`src/rtl/instr_fetch_decode.sv`:
```
// Purpose : fetch ARM instruction words from imem, decode into opcode/operand fields and issue them.
// Latency : start -> imem_req 1 cycle; ack in FETCH -> issue_valid 2 cycles later.
// Backpressure: issue fields are held while issue_ready=0; fetch waits with no timeout for imem_ack.
//
// Ports:
//   clk, rst                 single clock, synchronous active-high reset
//   start                    one-cycle pulse, leaves IDLE
//   imem_req/addr/ack/data   single-outstanding instruction read (addr = pc)
//   issue_valid/ready        valid/ready handshake toward the execute core
//   opcode, oprand1..3       decoded fields, forced to zero whenever issue_valid=0
//   halted, illegal          HALT reached; illegal marks an unrecognised opcode class
//   retired                  count of issued instructions (wraps modulo 2^32)
module instr_fetch_decode #(
    parameter logic [31:0] RESET_PC = 32'h0000_0000
) (
    input  logic        clk,
    input  logic        rst,
    input  logic        start,
    output logic        imem_req,
    output logic [31:0] imem_addr,
    input  logic        imem_ack,
    input  logic [31:0] imem_data,
    output logic        issue_valid,
    input  logic        issue_ready,
    output logic [31:0] opcode,
    output logic [31:0] oprand1,
    output logic [31:0] oprand2,
    output logic [31:0] oprand3,
    output logic        halted,
    output logic        illegal,
    output logic [31:0] retired
);

    typedef enum logic [2:0] {
        S_IDLE, S_FETCH, S_WAIT, S_DECODE, S_ISSUE, S_HALT
    } state_t;

    state_t      r_state;
    logic [31:0] r_pc;
    logic [31:0] r_instr;
    logic [31:0] r_retired;
    logic        r_imem_req;
    logic        r_issue_valid;
    logic        r_halted;
    logic        r_illegal;
    logic [31:0] r_opcode;
    logic [31:0] r_oprand1;
    logic [31:0] r_oprand2;
    logic [31:0] r_oprand3;

    logic [11:0] w_class;
    logic        w_dp;
    logic        w_ls;
    logic        w_svc;
    logic [31:0] w_op1;
    logic [31:0] w_op2;
    logic [31:0] w_op3;

    // Decode of the captured word; only consumed in DECODE (fields) and ISSUE (svc check).
    always_comb begin
        w_class = r_instr[31:20];
        w_dp    = 1'b0;
        w_ls    = 1'b0;
        w_svc   = 1'b0;
        w_op1   = 32'd0;
        w_op2   = 32'd0;
        w_op3   = 32'd0;
        case (w_class)
            12'hE1A, 12'hE3A, 12'hE04, 12'hE24, 12'hE08,
            12'hE28, 12'hE00, 12'hE20, 12'hE18, 12'hE38: w_dp  = 1'b1;
            12'hE59, 12'hE58, 12'hE78, 12'hE52, 12'hE49: w_ls  = 1'b1;
            12'hEF0:                                      w_svc = 1'b1;
            default: ;
        endcase
        if (w_dp) begin
            w_op1 = {28'd0, r_instr[15:12]};
            // bit 25 selects the 8-bit immediate form; no rotation is applied
            w_op2 = r_instr[25] ? {24'd0, r_instr[7:0]} : {28'd0, r_instr[3:0]};
        end else if (w_ls) begin
            w_op1 = {28'd0, r_instr[15:12]};
            w_op2 = {28'd0, r_instr[19:16]};
            // bit 25 set means register offset, otherwise the 12-bit immediate
            w_op3 = r_instr[25] ? {28'd0, r_instr[3:0]} : {20'd0, r_instr[11:0]};
        end else if (w_svc) begin
            w_op1 = {8'd0, r_instr[23:0]};
        end
    end

    always_ff @(posedge clk) begin
        if (rst) begin
            r_state       <= S_IDLE;
            r_pc          <= RESET_PC;
            r_instr       <= 32'd0;
            r_retired     <= 32'd0;
            r_imem_req    <= 1'b0;
            r_issue_valid <= 1'b0;
            r_halted      <= 1'b0;
            r_illegal     <= 1'b0;
            r_opcode      <= 32'd0;
            r_oprand1     <= 32'd0;
            r_oprand2     <= 32'd0;
            r_oprand3     <= 32'd0;
        end else begin
            case (r_state)
                S_IDLE: begin
                    if (start) begin
                        r_state    <= S_FETCH;
                        r_imem_req <= 1'b1;
                    end
                end
                S_FETCH: begin
                    // request is a single-cycle pulse regardless of ack
                    r_imem_req <= 1'b0;
                    if (imem_ack) begin
                        r_instr <= imem_data;
                        r_state <= S_DECODE;
                    end else begin
                        r_state <= S_WAIT;
                    end
                end
                S_WAIT: begin
                    if (imem_ack) begin
                        r_instr <= imem_data;
                        r_state <= S_DECODE;
                    end
                end
                S_DECODE: begin
                    if (w_dp || w_ls || w_svc) begin
                        r_state       <= S_ISSUE;
                        r_issue_valid <= 1'b1;
                        r_opcode      <= {20'd0, w_class};
                        r_oprand1     <= w_op1;
                        r_oprand2     <= w_op2;
                        r_oprand3     <= w_op3;
                    end else begin
                        r_state   <= S_HALT;
                        r_halted  <= 1'b1;
                        r_illegal <= 1'b1;
                    end
                end
                S_ISSUE: begin
                    if (issue_ready) begin
                        // fields return to the all-zero no-op as soon as valid drops
                        r_issue_valid <= 1'b0;
                        r_opcode      <= 32'd0;
                        r_oprand1     <= 32'd0;
                        r_oprand2     <= 32'd0;
                        r_oprand3     <= 32'd0;
                        r_retired     <= r_retired + 32'd1;
                        r_pc          <= r_pc + 32'd4;
                        if (w_svc) begin
                            r_state  <= S_HALT;
                            r_halted <= 1'b1;
                        end else begin
                            r_state    <= S_FETCH;
                            r_imem_req <= 1'b1;
                        end
                    end
                end
                S_HALT: ;
                default: r_state <= S_IDLE;
            endcase
        end
    end

    assign imem_req    = r_imem_req;
    assign imem_addr   = r_pc;
    assign issue_valid = r_issue_valid;
    assign opcode      = r_opcode;
    assign oprand1     = r_oprand1;
    assign oprand2     = r_oprand2;
    assign oprand3     = r_oprand3;
    assign halted      = r_halted;
    assign illegal     = r_illegal;
    assign retired     = r_retired;

endmodule

```
`config.mk`:
```
export PLATFORM = sky130hd
export DESIGN_NAME = instr_fetch_decode
export DESIGN_NICKNAME = d
export VERILOG_FILES = /design/src/rtl/instr_fetch_decode.sv
export SDC_FILE = /design/constraint.sdc
export NUM_CORES = 1
export LEC_CHECK = 0
export ABC_AREA = 1
export CORE_MARGIN = 1.5
export CORE_UTILIZATION = 35
export CTS_BUF_LIST = sky130_fd_sc_hd__clkbuf_16
export DETAILED_ROUTE_END_ITERATION = 10
export PLACE_DENSITY = 0.62
export RECOVER_POWER = 100
export SLEW_MARGIN = 20
export SYNTH_ARGS = -nofsm -noshare
export SYNTH_HDL_FRONTEND = slang
export SYNTH_SLANG_ARGS = --single-unit
```
`constraint.sdc`:
```
create_clock -name clk -period 3.8 [get_ports clk]
set_input_delay 0.76 -clock clk [delete_from_list [all_inputs] [get_ports clk]]
set_output_delay 0.76 -clock clk [all_outputs]
set_load 0.01 [all_outputs]
```
==> impl_results.md <==
- Clock-pin slew on the worst setup and hold paths: 0.07 ns
- Clock tree from TritonCTS: done
- Kind of end point of the critical path: flip-flop
- CTS Hold Buffers Added: 0
- Share of the yosys chip area belonging to registers: 39.1%
- WS Path Type: input port to flip-flop
- Highest achievable clock rate: 354 MHz
- Number of instances resized during post-cts repair: 0
- Worst path arrival time: 3.14 ns
- Post-Route Skew: 0.0154 ns
- Average vias per placed instance: 4.73
- Via total after detailed routing: 7710
- Layout overhead on the synthesized area: 25.9%
- Flops & latches, synth: 157
- Die Footprint: 0.0239 mm2
- Final standard cell utilization of the core: 44.9%
- Met3 wire len: 1080 um
- Num ports: 233
- Critical path fanouts, max: 12
- Library cell occupying the most area in the post-synthesis netlist: sky130_fd_sc_hd__dfxtp_1
- Post-CTS repair timing setup buffer count: 0
- Layout cell share with drive strength beyond 1: 5.20%
- Library cells used by synthesis: 34
- Global router's overall resource usage: 18.6%
- Drt first pass iters: 5
- Cell chosen for the clock root: sky130_fd_sc_hd__clkbuf_16
- Hold Fails Final Rpt: 0
- Power density over the cells: 421 mW/mm2
- Synth warnings: 0
- Initial antenna violation count: 0
- Synth cell count leaders: 338 x sky130_fd_sc_hd__nand2_1, 171 x sky130_fd_sc_hd__nor2_1, 157 x sky130_fd_sc_hd__dfxtp_1
- Number of H-tree levels: 4
- Cell Rows: 55
- Most common cell in the synthesized netlist: sky130_fd_sc_hd__nand2_1
- Post-synth EDFFs: 0
- Global route overflow: 0
- R2R cell count: 9
- Path type of the worst min-delay path: flip-flop to flip-flop
- HPWL after detailed placement: 16100 um
- Synthesized netlist cell count: 1194
- Routability congestion estimate: 0.899
- Headroom to the max-slew limit: -35.4%
- Number of maximum-capacitance constraint violations: 2
- Proportion of netlist area held by the largest area contributor: 39.1%
- Detail Route Antenna Nets: 0
- Number of DRC violations after detailed-routing iteration 0: 549
- Share of the cycle needed by the critical path after routing: 74.4%
- Data required time at the worst endpoint: 4.11 ns
- Count of unresolved DRC violations after routing: 0
- Number of global-route vias before repair: 6847
- Crit start category: input port
- Wl on met1: 10200 um
- Drt wl/cell: 13.6 um
- Floorplan die width: 155 um
- Fraction of registers with async set or reset after synthesis: 0%
- Number of clock buffers inserted by TritonCTS: 17
- Status: finished, violations left
- Core footprint: 0.0226 mm2
- Topmost layer with routed signal wires: met4
- Area of the mapped netlist: 0.00804 mm2
- Port bufs: 158
- Worst ir drop on vdd: 0.000312 V
- Detailed Route WL: 22200 um
- Met2 Wirelength: 10300 um
- Avg Synthesized Cell Area: 6.73 um2
- Violations in the final reports: capacitance limit, slew limit
- Global-route wire length before repair: 35400 um
- Max Root-Sink Buffers: 2
- Antenna diode count: 0
- Cell depth of the worst hold path: 2
- Predominant post-synthesis flop cell: sky130_fd_sc_hd__dfxtp_1
- Vertical extent of the die: 155 um
- RSZ-0062 raised after global routing: no
- Final setup vio count: 0
- Slew Limit Fails: 138
- Starting utilization of the core area: 35.6%
- Pin slew with the least headroom to its limit: 2.03 ns
- Clock latency on the worst-skew pair: 0.43 ns
- Clock sink count: 157
- Leak: 4.15 nW
- Synth top area cells: sky130_fd_sc_hd__dfxtp_1 39%, sky130_fd_sc_hd__nand2_1 16%, sky130_fd_sc_hd__nor2_1 8.0%
- Final critical delay including setup and external delays: 2.83 ns
- Post-route setup TNS: 0 ns
- Total Nets Final: 1372
- Maximum number of pins on one net before global-route repair: 93
==> per-layer routing <==
metal	up-vias	GRT usage (%)
li1	3969	-
met1	3456	24.3
met2	249	30.1
met3	36	3.84
met4	0	7.14
met5	-	0
==> sequential cells by signal, indices dropped and copies added, names as in the netlist <==
name         flops
halted           1
oprand3         12
imem_req         1
oprand2          8
issue_valid      1
r_state          3
illegal          1
retired         32
opcode          12
oprand1         24
r_instr         32
imem_addr       30
==> layout by cell type (no fill, tap or decap), types with 4 or more instances in the layout <==
master / synthesis / routed
sky130_fd_sc_hd__o21ai_0: 53 / 53
sky130_fd_sc_hd__nand3_1: 37 / 37
sky130_fd_sc_hd__nand2_4: 5 / 5
sky130_fd_sc_hd__inv_6: 0 / 6
sky130_fd_sc_hd__inv_2: 8 / 8
sky130_fd_sc_hd__nor2_2: 9 / 8
sky130_fd_sc_hd__a31oi_1: 4 / 4
sky130_fd_sc_hd__a21oi_1: 108 / 108
sky130_fd_sc_hd__dlygate4sd3_1: 0 / 123
sky130_fd_sc_hd__clkbuf_16: 0 / 17
sky130_fd_sc_hd__nand2_1: 338 / 338
sky130_fd_sc_hd__nor3_1: 28 / 28
sky130_fd_sc_hd__nand3b_1: 6 / 6
sky130_fd_sc_hd__nor2_1: 171 / 173
sky130_fd_sc_hd__inv_8: 0 / 6
sky130_fd_sc_hd__xor2_1: 12 / 12
sky130_fd_sc_hd__inv_1: 80 / 79
sky130_fd_sc_hd__clkdlybuf4s50_1: 0 / 34
sky130_fd_sc_hd__buf_4: 82 / 6
sky130_fd_sc_hd__dfxtp_1: 157 / 157
sky130_fd_sc_hd__conb_1: 1 / 74
sky130_fd_sc_hd__nand4_1: 38 / 38
==> cell type report <==
cell class	count	area [um2]
tap	285	357
sequential	157	3140
clock buffer	17	425
clock inverter	15	188
multi-input combinational	903	4050
fill	2352	12400
inverter	88	332
timing repair buffer	166	1630
==> critical path, stage by stage <==
cell	delay, ns
sky130_fd_sc_hd__dlygate4sd3_1	0.63
sky130_fd_sc_hd__inv_1	0.06
sky130_fd_sc_hd__nor2_1	0.67
sky130_fd_sc_hd__nand3_2	0.16
sky130_fd_sc_hd__nor2_1	0.36
sky130_fd_sc_hd__nand3_1	0.15
sky130_fd_sc_hd__nor2_1	0.12
sky130_fd_sc_hd__nor2_1	0.05
sky130_fd_sc_hd__o21a_1	0.17
==> power by group <==
part	leakage, nW	internal, mW	total, mW	switching (mW)
combinational	2.58	0.184	0.607	0.423
clock	0.301	1.01	1.79	0.779
sequential	1.27	1.75	1.87	0.113
total	4.15	2.95	4.26	1.32
==> path summary, 6_finish.rpt <==
kind                     from       endpoint  slack (ns)
setup / recovery  issue_ready  imem_addr[14]        0.97
hold / removal    oprand1[23]    oprand1[23]        0.44
setup reg to reg   r_state[0]  imem_addr[14]        1.37
hold reg to reg   oprand1[23]    oprand1[23]        0.44
==> kinds of logic after synthesis <==
| family | Yosys count | synth area share, % |
|---|---|---|
| simple gates | 646 | 34.7 |
| buf+inv | 207 | 13.8 |
| compound gates | 167 | 10.5 |
| flops | 157 | 39.1 |
| xor+xnor | 14 | 1.52 |
| fa+ha+maj | 2 | 0.311 |
| other cells | 1 | 0.0466 |
==> stage by stage <==
step / cells / instance area, um2 / hold WS [ns] / power (mW) / setup WS [ns]
after floorplan: 1267 / 8320 / 0.448 / 2.37 / 2.11
after global placement: 1599 / 9530 / 0.434 / 2.51 / 1.08
after detailed placement: 1599 / 9530 / 0.433 / 2.51 / 1.09
after CTS: 1631 / 10100 / 0.444 / 4.30 / 1.51
after global routing: 1631 / 10100 / 0.465 / 4.47 / 0.719
final: 1631 / 10100 / 0.437 / 4.26 / 0.972
(Power assumes the default switching activity.)
